**src/rtl/vga_tile_scanner_pkg.sv**
```systemverilog
// Raster constants for 640x480 @ 60 Hz, sync polarity, board geometry defaults
// and the small types shared by the scanner, its interface and the axis decoder.
package vga_timing_pkg;

   localparam int COORD_W = 10;
   typedef logic [COORD_W-1:0] coord_t;
   typedef logic [1:0]         tile_idx_t;

   localparam int H_VISIBLE = 640;
   localparam int H_FRONT   = 16;
   localparam int H_SYNC    = 96;
   localparam int H_BACK    = 48;
   localparam int H_TOTAL   = H_VISIBLE + H_FRONT + H_SYNC + H_BACK;

   localparam int V_VISIBLE = 480;
   localparam int V_FRONT   = 10;
   localparam int V_SYNC    = 2;
   localparam int V_BACK    = 33;
   localparam int V_TOTAL   = V_VISIBLE + V_FRONT + V_SYNC + V_BACK;

   localparam coord_t H_SYNC_START = coord_t'(H_VISIBLE + H_FRONT);
   localparam coord_t H_SYNC_END   = coord_t'(H_VISIBLE + H_FRONT + H_SYNC - 1);
   localparam coord_t H_LAST       = coord_t'(H_TOTAL - 1);
   localparam coord_t V_SYNC_START = coord_t'(V_VISIBLE + V_FRONT);
   localparam coord_t V_SYNC_END   = coord_t'(V_VISIBLE + V_FRONT + V_SYNC - 1);
   localparam coord_t V_LAST       = coord_t'(V_TOTAL - 1);

   // Both syncs are active-low on the connector
   localparam logic SYNC_ACTIVE = 1'b0;

   localparam int BOARD_X0_DEF   = 160;
   localparam int BOARD_Y0_DEF   = 80;
   localparam int TILE_PITCH_DEF = 80;
   localparam int TILE_SIZE_DEF  = 72;
   localparam int TILES_PER_AXIS = 4;

   function automatic logic sync_level(input logic active);
      return active ? SYNC_ACTIVE : ~SYNC_ACTIVE;
   endfunction

   function automatic logic in_range(input coord_t c, input coord_t lo, input coord_t hi);
      return (c >= lo) && (c <= hi);
   endfunction

endpackage

```
**src/rtl/vga_tile_scanner_if.sv**
```systemverilog
// Raster and tile-decode bundle from the scanner to the colour logic / VGA pins.
interface vga_tile_scanner_if;
   import vga_timing_pkg::*;

   logic      pix_en;
   coord_t    hCount;
   coord_t    vCount;
   logic      bright;
   logic      hSync;
   logic      vSync;
   logic      frame_start;
   logic      tile_hit;
   tile_idx_t tile_row;
   tile_idx_t tile_col;

   modport master (
      output pix_en, hCount, vCount, bright, hSync, vSync,
             frame_start, tile_hit, tile_row, tile_col
   );

   modport slave (
      input  pix_en, hCount, vCount, bright, hSync, vSync,
             frame_start, tile_hit, tile_row, tile_col
   );

endinterface

```
**src/rtl/vga_tile_scanner_tile_axis_decoder.sv**
```systemverilog
// One axis of the 4x4 board decode. Tracks position inside the board with a
// sub-counter and tile index; outputs describe the pixel entering on the next strobe.
module tile_axis_decoder
   import vga_timing_pkg::*;
#(
   parameter int C0    = BOARD_X0_DEF,
   parameter int PITCH = TILE_PITCH_DEF,
   parameter int SIZE  = TILE_SIZE_DEF
) (
   input  logic      clk,
   input  logic      rst,
   input  coord_t    i_coord_next,
   input  logic      i_advance,
   input  logic      i_wrap,
   output logic      o_in_board,
   output tile_idx_t o_index,
   output logic      o_inside
);

   localparam int SUB_W = $clog2(PITCH + 1);
   localparam logic [SUB_W-1:0] SUB_LAST = SUB_W'(PITCH - 1);
   localparam logic [SUB_W-1:0] SUB_SIZE = SUB_W'(SIZE);
   localparam tile_idx_t        IDX_LAST = tile_idx_t'(TILES_PER_AXIS - 1);
   localparam coord_t           COORD_0  = coord_t'(C0);

   logic             r_in;
   logic [SUB_W-1:0] r_sub;
   tile_idx_t        r_idx;

   logic             w_in_next;
   logic [SUB_W-1:0] w_sub_next;
   tile_idx_t        w_idx_next;

   // Next axis state: load at the board edge, step inside it, hold outside it
   always_comb begin
      w_in_next  = r_in;
      w_sub_next = r_sub;
      w_idx_next = r_idx;
      if (i_advance) begin
         if (i_coord_next == COORD_0) begin
            w_in_next  = 1'b1;
            w_sub_next = SUB_W'(0);
            w_idx_next = tile_idx_t'(0);
         end else if (i_wrap) begin
            w_in_next = 1'b0;
         end else if (r_in) begin
            if (r_sub == SUB_LAST) begin
               if (r_idx == IDX_LAST) begin
                  w_in_next = 1'b0;
               end else begin
                  w_sub_next = SUB_W'(0);
                  w_idx_next = r_idx + tile_idx_t'(1);
               end
            end else begin
               w_sub_next = r_sub + SUB_W'(1);
            end
         end else begin
            w_in_next = 1'b0;
         end
      end else begin
         w_in_next = r_in;
      end
      o_in_board = w_in_next;
      o_index    = w_idx_next;
      o_inside   = (w_sub_next < SUB_SIZE);
   end

   // Axis state registers
   always_ff @(posedge clk or posedge rst) begin
      if (rst) begin
         r_in  <= 1'b0;
         r_sub <= SUB_W'(0);
         r_idx <= tile_idx_t'(0);
      end else begin
         r_in  <= w_in_next;
         r_sub <= w_sub_next;
         r_idx <= w_idx_next;
      end
   end

endmodule

```
**src/rtl/vga_tile_scanner.sv**
```systemverilog
// 640x480 @ 60 Hz raster generator with registered 4x4 board-tile decode; every
// output describes the pixel on hCount/vCount and changes the Clk after pix_en.
module vga_tile_scanner
   import vga_timing_pkg::*;
#(
   parameter int CLK_DIV    = 4,
   parameter int BOARD_X0   = BOARD_X0_DEF,
   parameter int BOARD_Y0   = BOARD_Y0_DEF,
   parameter int TILE_PITCH = TILE_PITCH_DEF,
   parameter int TILE_SIZE  = TILE_SIZE_DEF
) (
   input  logic               Clk,
   input  logic               Reset,
   vga_tile_scanner_if.master vif
);

   localparam int PRE_W = $clog2(CLK_DIV);
   localparam logic [PRE_W-1:0] PRE_LAST = PRE_W'(CLK_DIV - 1);
   localparam logic [PRE_W-1:0] PRE_ARM  = PRE_W'(CLK_DIV - 2);

   logic [PRE_W-1:0] r_presc;
   logic             r_pix_en;
   coord_t           r_hcount;
   coord_t           r_vcount;
   logic             r_bright;
   logic             r_hsync;
   logic             r_vsync;
   logic             r_frame_start;
   logic             r_tile_hit;
   tile_idx_t        r_tile_row;
   tile_idx_t        r_tile_col;

   coord_t    w_h_next;
   coord_t    w_v_next;
   logic      w_h_wrap;
   logic      w_v_wrap;
   logic      w_line_adv;
   logic      w_bright_next;
   logic      w_hit_next;
   logic      w_x_in;
   logic      w_x_inside;
   logic      w_y_in;
   logic      w_y_inside;
   tile_idx_t w_x_idx;
   tile_idx_t w_y_idx;

   // Pixel prescaler; pix_en is armed one cycle early so it is high while the count is CLK_DIV-1
   always_ff @(posedge Clk or posedge Reset) begin
      if (Reset) begin
         r_presc  <= PRE_W'(0);
         r_pix_en <= 1'b0;
      end else begin
         r_presc  <= (r_presc == PRE_LAST) ? PRE_W'(0) : r_presc + PRE_W'(1);
         r_pix_en <= (r_presc == PRE_ARM);
      end
   end

   // Raster position that becomes visible on the next edge, plus its look-ahead decode
   always_comb begin
      w_h_wrap   = (r_hcount == H_LAST);
      w_v_wrap   = (r_vcount == V_LAST);
      w_line_adv = r_pix_en && w_h_wrap;
      w_h_next   = r_hcount;
      w_v_next   = r_vcount;
      if (r_pix_en) begin
         if (w_h_wrap) begin
            w_h_next = coord_t'(0);
            w_v_next = w_v_wrap ? coord_t'(0) : r_vcount + coord_t'(1);
         end else begin
            w_h_next = r_hcount + coord_t'(1);
         end
      end else begin
         w_h_next = r_hcount;
      end
      w_bright_next = (w_h_next < coord_t'(H_VISIBLE)) && (w_v_next < coord_t'(V_VISIBLE));
      w_hit_next    = w_x_in && w_x_inside && w_y_in && w_y_inside && w_bright_next;
   end

   tile_axis_decoder #(
      .C0    (BOARD_X0),
      .PITCH (TILE_PITCH),
      .SIZE  (TILE_SIZE)
   ) u_x_axis (
      .clk          (Clk),
      .rst          (Reset),
      .i_coord_next (w_h_next),
      .i_advance    (r_pix_en),
      .i_wrap       (w_h_wrap),
      .o_in_board   (w_x_in),
      .o_index      (w_x_idx),
      .o_inside     (w_x_inside)
   );

   tile_axis_decoder #(
      .C0    (BOARD_Y0),
      .PITCH (TILE_PITCH),
      .SIZE  (TILE_SIZE)
   ) u_y_axis (
      .clk          (Clk),
      .rst          (Reset),
      .i_coord_next (w_v_next),
      .i_advance    (w_line_adv),
      .i_wrap       (w_v_wrap),
      .o_in_board   (w_y_in),
      .o_index      (w_y_idx),
      .o_inside     (w_y_inside)
   );

   // Registered raster outputs, all updated on the same edge so they never skew
   always_ff @(posedge Clk or posedge Reset) begin
      if (Reset) begin
         r_hcount      <= H_LAST;
         r_vcount      <= V_LAST;
         r_bright      <= 1'b0;
         r_hsync       <= ~SYNC_ACTIVE;
         r_vsync       <= ~SYNC_ACTIVE;
         r_frame_start <= 1'b0;
         r_tile_hit    <= 1'b0;
         r_tile_row    <= tile_idx_t'(0);
         r_tile_col    <= tile_idx_t'(0);
      end else if (r_pix_en) begin
         r_hcount      <= w_h_next;
         r_vcount      <= w_v_next;
         r_bright      <= w_bright_next;
         r_hsync       <= sync_level(in_range(w_h_next, H_SYNC_START, H_SYNC_END));
         r_vsync       <= sync_level(in_range(w_v_next, V_SYNC_START, V_SYNC_END));
         r_frame_start <= (w_h_next == coord_t'(0)) && (w_v_next == coord_t'(0));
         r_tile_hit    <= w_hit_next;
         if (w_hit_next) begin
            r_tile_row <= w_y_idx;
            r_tile_col <= w_x_idx;
         end else begin
            r_tile_row <= r_tile_row;
            r_tile_col <= r_tile_col;
         end
      end else begin
         r_frame_start <= 1'b0;
      end
   end

   assign vif.pix_en      = r_pix_en;
   assign vif.hCount      = r_hcount;
   assign vif.vCount      = r_vcount;
   assign vif.bright      = r_bright;
   assign vif.hSync       = r_hsync;
   assign vif.vSync       = r_vsync;
   assign vif.frame_start = r_frame_start;
   assign vif.tile_hit    = r_tile_hit;
   assign vif.tile_row    = r_tile_row;
   assign vif.tile_col    = r_tile_col;

endmodule
```
**src/flat_wrapper.sv**
```systemverilog
// flat-port wrapper written by rule: the top's interface ports become plain ports
module vga_tile_scanner_flat import vga_timing_pkg::*;
#(
   parameter int CLK_DIV    = 4,
   parameter int BOARD_X0   = BOARD_X0_DEF,
   parameter int BOARD_Y0   = BOARD_Y0_DEF,
   parameter int TILE_PITCH = TILE_PITCH_DEF,
   parameter int TILE_SIZE  = TILE_SIZE_DEF
)
  (Clk, Reset, vif_pix_en, vif_hCount, vif_vCount, vif_bright, vif_hSync, vif_vSync, vif_frame_start, vif_tile_hit, vif_tile_row, vif_tile_col);
  vga_tile_scanner_if vif_i ();
  input  logic Clk;
  input  logic Reset;
  output wire logic [$bits(vif_i.pix_en)-1:0] vif_pix_en;
  output wire logic [$bits(vif_i.hCount)-1:0] vif_hCount;
  output wire logic [$bits(vif_i.vCount)-1:0] vif_vCount;
  output wire logic [$bits(vif_i.bright)-1:0] vif_bright;
  output wire logic [$bits(vif_i.hSync)-1:0] vif_hSync;
  output wire logic [$bits(vif_i.vSync)-1:0] vif_vSync;
  output wire logic [$bits(vif_i.frame_start)-1:0] vif_frame_start;
  output wire logic [$bits(vif_i.tile_hit)-1:0] vif_tile_hit;
  output wire logic [$bits(vif_i.tile_row)-1:0] vif_tile_row;
  output wire logic [$bits(vif_i.tile_col)-1:0] vif_tile_col;
  assign vif_pix_en = vif_i.pix_en;
  assign vif_hCount = vif_i.hCount;
  assign vif_vCount = vif_i.vCount;
  assign vif_bright = vif_i.bright;
  assign vif_hSync = vif_i.hSync;
  assign vif_vSync = vif_i.vSync;
  assign vif_frame_start = vif_i.frame_start;
  assign vif_tile_hit = vif_i.tile_hit;
  assign vif_tile_row = vif_i.tile_row;
  assign vif_tile_col = vif_i.tile_col;
  vga_tile_scanner #(.CLK_DIV(CLK_DIV), .BOARD_X0(BOARD_X0), .BOARD_Y0(BOARD_Y0), .TILE_PITCH(TILE_PITCH), .TILE_SIZE(TILE_SIZE)) u_core (.Clk(Clk), .Reset(Reset), .vif(vif_i));
endmodule
```
**config.mk**
```make
export PLATFORM = sky130hd
export DESIGN_NAME = vga_tile_scanner_flat
export DESIGN_NICKNAME = d
export VERILOG_FILES = /design/src/rtl/vga_tile_scanner_pkg.sv /design/src/rtl/vga_tile_scanner_if.sv /design/src/rtl/vga_tile_scanner_tile_axis_decoder.sv /design/src/rtl/vga_tile_scanner.sv /design/src/flat_wrapper.sv
export SDC_FILE = /design/constraint.sdc
export NUM_CORES = 1
export LEC_CHECK = 0
export BUFFER_PORTS_ARGS = -buffer_cell sky130_fd_sc_hd__clkbuf_2
export CORE_MARGIN = 3
export CORE_UTILIZATION = 35
export CTS_BUF_LIST = sky130_fd_sc_hd__clkbuf_4
export CTS_CLUSTER_DIAMETER = 80
export DETAILED_ROUTE_END_ITERATION = 10
export PLACE_DENSITY = 0.55
export SYNTH_ARGS = -nofsm -noshare
export SYNTH_HDL_FRONTEND = slang
export SYNTH_SLANG_ARGS = --single-unit
```
**constraint.sdc**
```tcl
create_clock -name Clk -period 4.65 [get_ports Clk]
set_input_delay 1.395 -clock Clk [delete_from_list [all_inputs] [get_ports Clk]]
set_output_delay 1.395 -clock Clk [all_outputs]
set_load 0.02 [all_outputs]
```
==> run summary, run 1 <==
Final HPWL DP = 6.50 mm
# diodes = 0
Initial antenna violation count = 0
Post-Syn Area per Cell = 8.99 um^2
DR iter-0 viols = 200
PwrDens = 185 nW/um^2
Largest net degree at the start of global routing = 30
Hold Startpoint = u_core.r_presc[0]
CP required = 4920 ps
First-pass GRT wire length = 15.0 mm
H-tree depth = 2
Fin crit share = 0.794
Slew Limit Fails = 0
Residual DRC = 0
Hold_ws = 465 ps
Area of the mapped netlist = 3430 um^2
Ys Warns = 0
Unrepaired setup endpoints after global routing = no
Remaining global-route overflow = 0
CTS tree = yes
Layout area overhead = 8.45%
Seq/Total Area, Yosys = 0.383
Worst Setup SP = u_core.vif.hCount[0]
Initial Utilization = 0.366
GRT Resource Usage Total = 0.164
I/O Buffers = 31
Synth Flop Type = dfrtp_1
Final Setup Violations = 0
Post-CTS resize count = 0
P_leak = 0.00149 uW
Fin cells = 527
Total wire length = 8.73 mm
VDD IR-drop max = 0.100 mV
Reg-to-Reg Start = u_core.vif.hCount[0]
Async SR Flop Fraction = 1.00
CTS sink cnt = 52
Crit-path max FO = 10
Vias in the first global route = 2906
Clock Tree Buf Depth = 2
Nets@finish = 406
Outcome = finished, final reports clean
CP endpoint kind = flip-flop
Crit start category = flip-flop
Clock Tree Root = clkbuf_4
Max Clk Rate = 0.271 GHz
Site Rows = 35
Cells after Synth = 382
Core area = 9370 um^2
Layout cells sized above 1 = 0.196
Final Hold Viols = 0
Post-placement cell count = 519
Cts hold-fix bufs = 0
Total CTS buffers = 5
DIE HEIGHT = 105 um
Total Neg Setup Slack = 0 ps
Clock transition at path regs = 180 ps
Post-CTS Setup Bufs = 0
#FFs+latches synth = 52
Crit path kind = reg -> reg
Tmin final = 3690 ps
Vias per inst = 5.68
DR WL/cell = 16.6 um
Die Area = 11000 um^2
EDFF count, synth = 0
Mapped Nets = 391
Worst Skew = 28.0 ps
Die Width = 105 um
Distinct cells, synth = 71
GPL Wtd Cong = 0.861
Clk_lat worst skew = 390 ps
Final ANT Viol Nets = 0
Vias = 2995
Max-slew headroom = 0.409
DR pass1 iterations = 6
CP arrival = 3960 ps
Max-cap violation count = 0
Hold Crit Class = reg -> reg
IO Pins = 32
Worst Tran Pin Value = 879 ps
cell families (layout without fill, tap and decap cells):
logic type / after synthesis / after routing / share of synthesized area
and+or+nand+nor: 159 / 159 / 0.267
AOI/OAI and AO/OA: 101 / 101 / 0.207
DFF: 52 / 52 / 0.383
buffers and inverters: 42 / 58 / 0.0525
xor gates and xnor gates: 11 / 11 / 0.0281
muxes: 10 / 10 / 0.0361
adders and majority gates: 7 / 7 / 0.0255
worst max-delay path, cell delays in order (launching register included):
cell and delay (ps):
dfstp_2 670, ha_1 210, nand2_1 130, or4_1 470, nor4_1 560, mux2_1 400, a211oi_1 220, o22ai_2 120
a211oi_4 450, mux2_4 340
placed cells by master, fill, tap and decap left out, drive strengths merged, types with 4 or more instances in the layout:
cell	count
mux2	7
a31oi	7
and2	10
and3	9
clkbuf	37
nor4	7
dfstp	12
xnor2	10
a21oi	17
nor2b	4
o2111ai	4
nand4	9
nor2	22
nor3	18
o21a	5
o21ai	26
dfrtp	40
o31ai	10
nand2	35
inv	15
nand3b	5
nand3	18
ha	7
buf	4
or3	8
cell type report:
cell class,count,area [um^2]
flip-flops and latches,52,1320
well taps,129,161
inverters,15,56.3
clock inverters,2,16.3
multi-input cells,288,1940
repair buffers,35,185
clock buffers,6,45.0
fillers,961,5650
synth_stat cells (8+ instances only):
cell	count	share of area
dfrtp_1	40	0.29
nand2_1	34	0.037
o21ai_0	22	0.032
nor2_1	21	0.023
nand3_1	18	0.026
a21oi_1	17	0.025
nor3_1	17	0.025
clkbuf_1	16	0.017
inv_1	15	0.016
dfstp_2	12	0.092
and2_1	10	0.018
o31ai_1	10	0.022
xnor2_1	10	0.026
and3_1	9	0.016
nand4_1	9	0.016
or3_1	8	0.015
state kept, by name, indices dropped and copies added (netlist names):
register,count
u_core.u_x_axis.r_in,1
u_core.vif.tile_row,2
u_core.vif.bright,1
u_core.u_x_axis.r_sub,7
u_core.u_x_axis.r_idx,2
u_core.u_y_axis.r_sub,7
u_core.vif.tile_hit,1
u_core.vif.vCount,10
u_core.r_presc,2
u_core.vif.hCount,10
u_core.vif.hSync,1
u_core.vif.vSync,1
u_core.u_y_axis.r_idx,2
u_core.vif.pix_en,1
u_core.u_y_axis.r_in,1
u_core.vif.frame_start,1
u_core.vif.tile_col,2
final timing paths:
check / slack [ps] / depth (start not counted) / endpoint
worst min-delay path: 470 / 1 / u_core.r_presc[0]
max in group asynchronous: 2810 / 3 / u_core.vif.vCount[3]
min in group asynchronous: 1030 / 2 / u_core.r_presc[0]
worst min register to register: 470 / 1 / u_core.r_presc[0]
worst max register to register: 960 / 9 / u_core.vif.tile_row[0]
worst max-delay path: 960 / 9 / u_core.vif.tile_row[0]
per-layer routing:
layer | share of wire | track usage | vias to the layer above | routed length, um
met4 | 0.016 | 0.0431 | 0 | 140
li1 | - | - | 1454 | -
met1 | 0.47 | 0.235 | 1430 | 4100
met5 | 0 | 0 | - | 0
met2 | 0.47 | 0.258 | 96 | 4060
met3 | 0.049 | 0.0235 | 15 | 425
metrics by stage:
stage / setup slack [ps] / power (uW) / area (um^2) / util
after floorplan: 1170 / 467 / 3430 / -
after global placement: 1090 / 471 / 3660 / 0.391
after detailed placement: 1030 / 472 / 3660 / 0.391
after CTS: 968 / 699 / 3720 / 0.397
after global routing: 676 / 718 / 3720 / 0.397
final: 957 / 689 / 3720 / 0.397
power breakdown:
part | switching [uW] | internal, uW
Sequential | 0 | 453
Clock | 160 | 66.3
Combinational | 8.84 | 0.925
Total | 169 | 520
(Power assumes the default switching activity.)
==> run 2, diff against run 1 <==
- PLACE_DENSITY: 0.55 -> 0.57
- clock period: 4.65 -> 3.1 ns (I/O delays scaled with it)
==> run summary, run 2 (synthesized netlist as in run 1, its figures left out) <==
Crit-path cells = ha_4 > nand2_2 > buf_6 > nor4_4 > buf_4 > mux2i_4 > buf_4 > nand3b_4 > nor4b_4 > o22ai_2 > a211oi_4 > buf_12 > mux2_4
DR pass1 iterations = 5
FF-to-FF End = u_core.vif.tile_row[1]
Post-placement cell count = 586
Worst Tran Pin Value = 680 ps
Clk_lat worst skew = 370 ps
Final ANT Viol Nets = 0
Tmin final = 3130 ps
Worst Setup SP = u_core.vif.hCount[0]
Remaining global-route overflow = 0
CP arrival = 3390 ps
Gate power share = 0.017
IO Pins = 32
CP required = 3360 ps
Uppermost layer routed = met4
CTS tree = yes
Max-slew headroom = 0.543
Worst path max stage delay = 580 ps
Commonest non-fill, non-tap cell in the layout = buf_4
Vias per inst = 5.52
Crit-path max FO = 5
Share of power burned in registers = 0.673
Slew Limit Fails = 0
Commonest cells after routing, fill and taps aside = buf_4, dfrtp_1, nand2_1
I/O Buffers = 31
Vias = 3305
Hold Crit Class = reg -> reg
Total wire length = 10.0 mm
Internal = 788 uW
Initial Utilization = 0.366
Clock Tree Buf Depth = 2
Clock Tree Root = clkbuf_4
Outcome = complete, but fails checks
Vias in the first global route = 3219
Reg-to-Reg Start = u_core.vif.hCount[0]
Crit path kind = reg -> reg
P_leak = 0.00187 uW
DRT met1 WL = 4.73 mm
Reg2reg path depth = 13
Residual DRC = 0
Max Clk Rate = 0.319 GHz
Failing checks = setup timing
Slowest-stage cell, CP = dfstp_2
Max-cap violation count = 0
Worst Skew = 10.6 ps
# diodes = 0
Final HPWL DP = 7.75 mm
H-tree depth = 2
Hold depth = 1
Largest net degree at the start of global routing = 28
Cts hold-fix bufs = 0
Core area = 9370 um^2
Total chip power = 1010 uW
Layout area overhead = 28.5%
Site Rows = 35
# fillers = 961
First-pass GRT wire length = 17.1 mm
Die Width = 105 um
Register area = 1320 um^2
DIE HEIGHT = 105 um
GRT Resource Usage Total = 0.189
Fin crit share = 1.01
Layout cells sized above 1 = 0.349
GPL Wtd Cong = 0.883
Crit path top cell by count = buf_4
DR iter-0 viols = 198
Crit start category = flip-flop
PnR worst setup slack = -30.5 ps
Met2 WL = 4.70 mm
CP endpoint kind = flip-flop
Clock power frac = 0.310
FF-to-FF setup slack = -30 ps
Switching Fraction = 0.220
Die Area = 11000 um^2
Hold endpoint = u_core.r_presc[0]
VDD IR-drop max = 0.142 mV
Unrepaired setup endpoints after global routing = yes
Met3 WL = 487 um
Final Hold Viols = 0
DR WL/cell = 16.8 um
Total CTS buffers = 5
Nets@finish = 478
Multi-input logic area = 2050 um^2
PwrDens = 229 nW/um^2
Fin cells = 599
CTS sink cnt = 52
Final Setup Violations = 4
Clock transition at path regs = 140 ps
Switching power total = 222 uW
Initial antenna violation count = 0
Hold Startpoint = u_core.r_presc[0]
[run 2: changes by cell type in the layout (fill, tap and decap cells not counted), sizes merged]
| cell | change |
|---|---|
| buf | +72 |
| clkinvlp | -1 |
| clkbuf | +1 |
[run 2: stage by stage]
step | util | TNS (ps) | instance area, um^2 | hold slack, ps | setup WS, ps
after global routing | 0.471 | -563 | 4410 | 503 | -146
after floorplan | - | -730 | 3460 | 428 | -182
after global placement | 0.450 | -596 | 4220 | 438 | -150
after CTS | 0.466 | -54.8 | 4370 | 468 | -23.8
final | 0.471 | -87.3 | 4410 | 462 | -30.5
after detailed placement | 0.450 | -759 | 4220 | 449 | -198
[run 2: final cells by class]
cell class / instances / share of cell area
multi-input cells: 288 / 0.465
flip-flops and latches: 52 / 0.298
repair buffers: 107 / 0.175
well taps: 129 / 0.0366
inverters: 15 / 0.0128
clock buffers: 7 / 0.0119
clock inverters: 1 / 0.000851
[run 2: power groups by stage]
stage	clock network, uW	registers, uW	logic, uW
2_1_floorplan	0	691	9.79
3_3_place_gp	0	691	18.0
3_5_place_dp	0	691	18.5
4_1_cts	334	680	18.4
5_1_grt	362	680	20.4
6_report	313	679	17.0
[run 2: how the worst max path moves through the flow]
stage / depth (start not counted) / endpoint / slack, ps
after global routing: 13 / u_core.vif.tile_row[1] / -150
after global placement: 12 / u_core.vif.tile_row[0] / -150
final: 13 / u_core.vif.tile_row[1] / -30
after CTS: 13 / u_core.vif.tile_row[1] / -20
after floorplan: 10 / u_core.vif.tile_col[0] / -180
after detailed placement: 12 / u_core.vif.tile_row[1] / -200
[run 2: what timing repair did]
item / in CTS / in global routing
pin swaps: 2 / 2
setup buffers: 4 / 1
resized for setup: 12 / 7
setup endpoints to repair: 4 / 5
[run 2: critical path, delay by kind of cell (launching register included)]
kind,cells,cell delay [ps]
compound gates,2,410
simple gates,4,760
flops,1,580
fa+ha+maj,1,140
buf+inv,4,610
mux,2,530
[run 2: metal layers]
layer / track usage / vias to the layer above
met5: 0 / -
met2: 0.304 / 102
met3: 0.0253 / 15
met4: 0.0440 / 0
met1: 0.270 / 1597
li1: - / 1591
==> run 3, diff against run 2 <==
- CORE_UTILIZATION: 35 -> 56
- PLACE_DENSITY: 0.57 -> 0.82
==> run summary, run 3 (synthesized netlist as in run 1, its figures left out) <==
Outcome = complete, but fails checks
Reg-to-Reg Start = u_core.vif.vCount[3]
CP endpoint kind = flip-flop
CTS sink cnt = 52
Site Rows = 27
First-pass GRT wire length = 15.7 mm
DR WL/cell = 18.2 um
Hold Crit Class = reg -> reg
Reg2reg path depth = 10
Fin crit share = 1.01
Crit-path max FO = 5
# diodes = 0
Worst Setup SP = u_core.vif.vCount[3]
Max-cap violation count = 0
Initial Utilization = 0.601
PwrDens = 238 nW/um^2
CP required = 3390 ps
Gate power share = 0.014
Clock transition at path regs = 170 ps
Slew Limit Fails = 0
Clock power frac = 0.317
Crit path top cell by count = mux2_4
P_leak = 0.00180 uW
Die Width = 84.3 um
Final Hold Viols = 0
Tmin final = 3130 ps
Total wire length = 9.65 mm
Residual DRC = 0
Final HPWL DP = 6.86 mm
Share of power burned in registers = 0.669
Commonest cells after routing, fill and taps aside = buf_4, dfrtp_1, nand2_1
Worst Tran Pin Value = 736 ps
Crit start category = flip-flop
Commonest non-fill, non-tap cell in the layout = buf_4
Vias per inst = 6.45
# fillers = 400
Largest net degree at the start of global routing = 53
Final Setup Violations = 4
DR iter-0 viols = 450
Unrepaired setup endpoints after global routing = yes
Final ANT Viol Nets = 0
Clock Tree Root = clkbuf_4
Final Util = 0.748
Failing checks = setup timing
Crit-path cells = or4b_4 > nor3_2 > buf_4 > nor4_4 > mux2_4 > a211oi_2 > o22ai_2 > a211oi_4 > buf_6 > mux2_4
Switching power total = 244 uW
DR pass1 iterations = 5
Setup crit end = u_core.vif.tile_col[1]
PnR worst setup slack = -27.9 ps
Vias = 3419
Layout area overhead = 24.3%
H-tree depth = 2
Hold Startpoint = u_core.r_presc[0]
Vias in the first global route = 3208
Internal = 771 uW
Clk_lat worst skew = 380 ps
Crit path kind = reg -> reg
Max Clk Rate = 0.320 GHz
Total CTS buffers = 5
DIE HEIGHT = 84.3 um
Nets@finish = 466
Remaining global-route overflow = 0
Slowest-stage cell, CP = dfstp_2
Max-slew headroom = 0.506
Layout cells sized above 1 = 0.349
FF-to-FF End = u_core.vif.tile_col[1]
CTS tree = yes
Total Neg Setup Slack = -96.7 ps
Initial antenna violation count = 0
Clock Tree Buf Depth = 2
VDD IR-drop max = 0.258 mV
Core area = 5710 um^2
Cts hold-fix bufs = 0
GRT Resource Usage Total = 0.268
FF-to-FF setup slack = -30 ps
GPL Wtd Cong = 1.01
IO Pins = 32
Switching Fraction = 0.240
CP arrival = 3420 ps
I/O Buffers = 31
Die Area = 7110 um^2
Worst Skew = 18.8 ps
Worst path max stage delay = 560 ps
-- run 3: cell types whose count changed in the layout (fill, tap and decap cells not counted), sizes merged --
cell,previous run,this run
buf,76,64
clkbuf,38,36
inv,15,16
clkinvlp,0,1
-- run 3: how the worst min path moves through the flow --
| stage | endpoint | slack (ps) | cells after the start |
|---|---|---|---|
| after floorplan | u_core.r_presc[0] | 430 | 1 |
| after global placement | u_core.r_presc[0] | 440 | 1 |
| after detailed placement | u_core.r_presc[0] | 450 | 1 |
| after CTS | u_core.r_presc[0] | 470 | 1 |
| after global routing | u_core.r_presc[0] | 520 | 1 |
| final | u_core.r_presc[0] | 470 | 1 |
-- run 3: layout make-up --
cell class | count | area, um^2 | share of cell area
multi-input combinational | 288 | 2100 | 0.492
sequential | 52 | 1320 | 0.308
timing repair buffer | 95 | 647 | 0.152
tap | 72 | 90.1 | 0.0211
inverter | 15 | 56.3 | 0.0132
clock buffer | 5 | 37.5 | 0.00880
clock inverter | 3 | 21.3 | 0.00498
-- run 3: power by group through the flow --
stage               Combinational (uW)  Sequential (uW)  Clock, uW
floorplan                         9.79              691          0
global placement                  14.9              691          0
detailed placement                15.5              691          0
CTS                               15.3              680        329
global route                      17.2              680        356
finish                            14.2              680        322
-- run 3: stage by stage --
| stage | hold WS [ps] | cell area [um^2] | instances | power, uW | setup WS (ps) |
|---|---|---|---|---|---|
| after floorplan | 428 | 3460 | 382 | 701 | -182 |
| after global placement | 440 | 4000 | 515 | 706 | -142 |
| after detailed placement | 450 | 4000 | 515 | 707 | -212 |
| after CTS | 470 | 4150 | 527 | 1020 | 0.429 |
| after global routing | 517 | 4270 | 530 | 1050 | -139 |
| final | 473 | 4270 | 530 | 1020 | -27.9 |
-- run 3: per-layer routing --
| metal | GRT usage | vias to the layer above | wire, um |
|---|---|---|---|
| li1 | - | 1566 | - |
| met1 | 0.388 | 1652 | 4210 |
| met2 | 0.416 | 168 | 4550 |
| met3 | 0.0393 | 33 | 652 |
| met4 | 0.0848 | 0 | 242 |
| met5 | 0 | - | 0 |
-- run 3: critical path, delay by kind of cell, from the launching register on --
kind	cells	cell delay (ps)
compound gates	3	630
simple gates	3	860
flops	1	560
mux	2	600
buf+inv	2	390
-- run 3: repair_timing --
item	4_1_cts	5_1_grt
pin swaps	3	2
gates resized for setup	14	17
endpoints found under the setup margin	4	5
buffers inserted	4	3
cloned	0	0
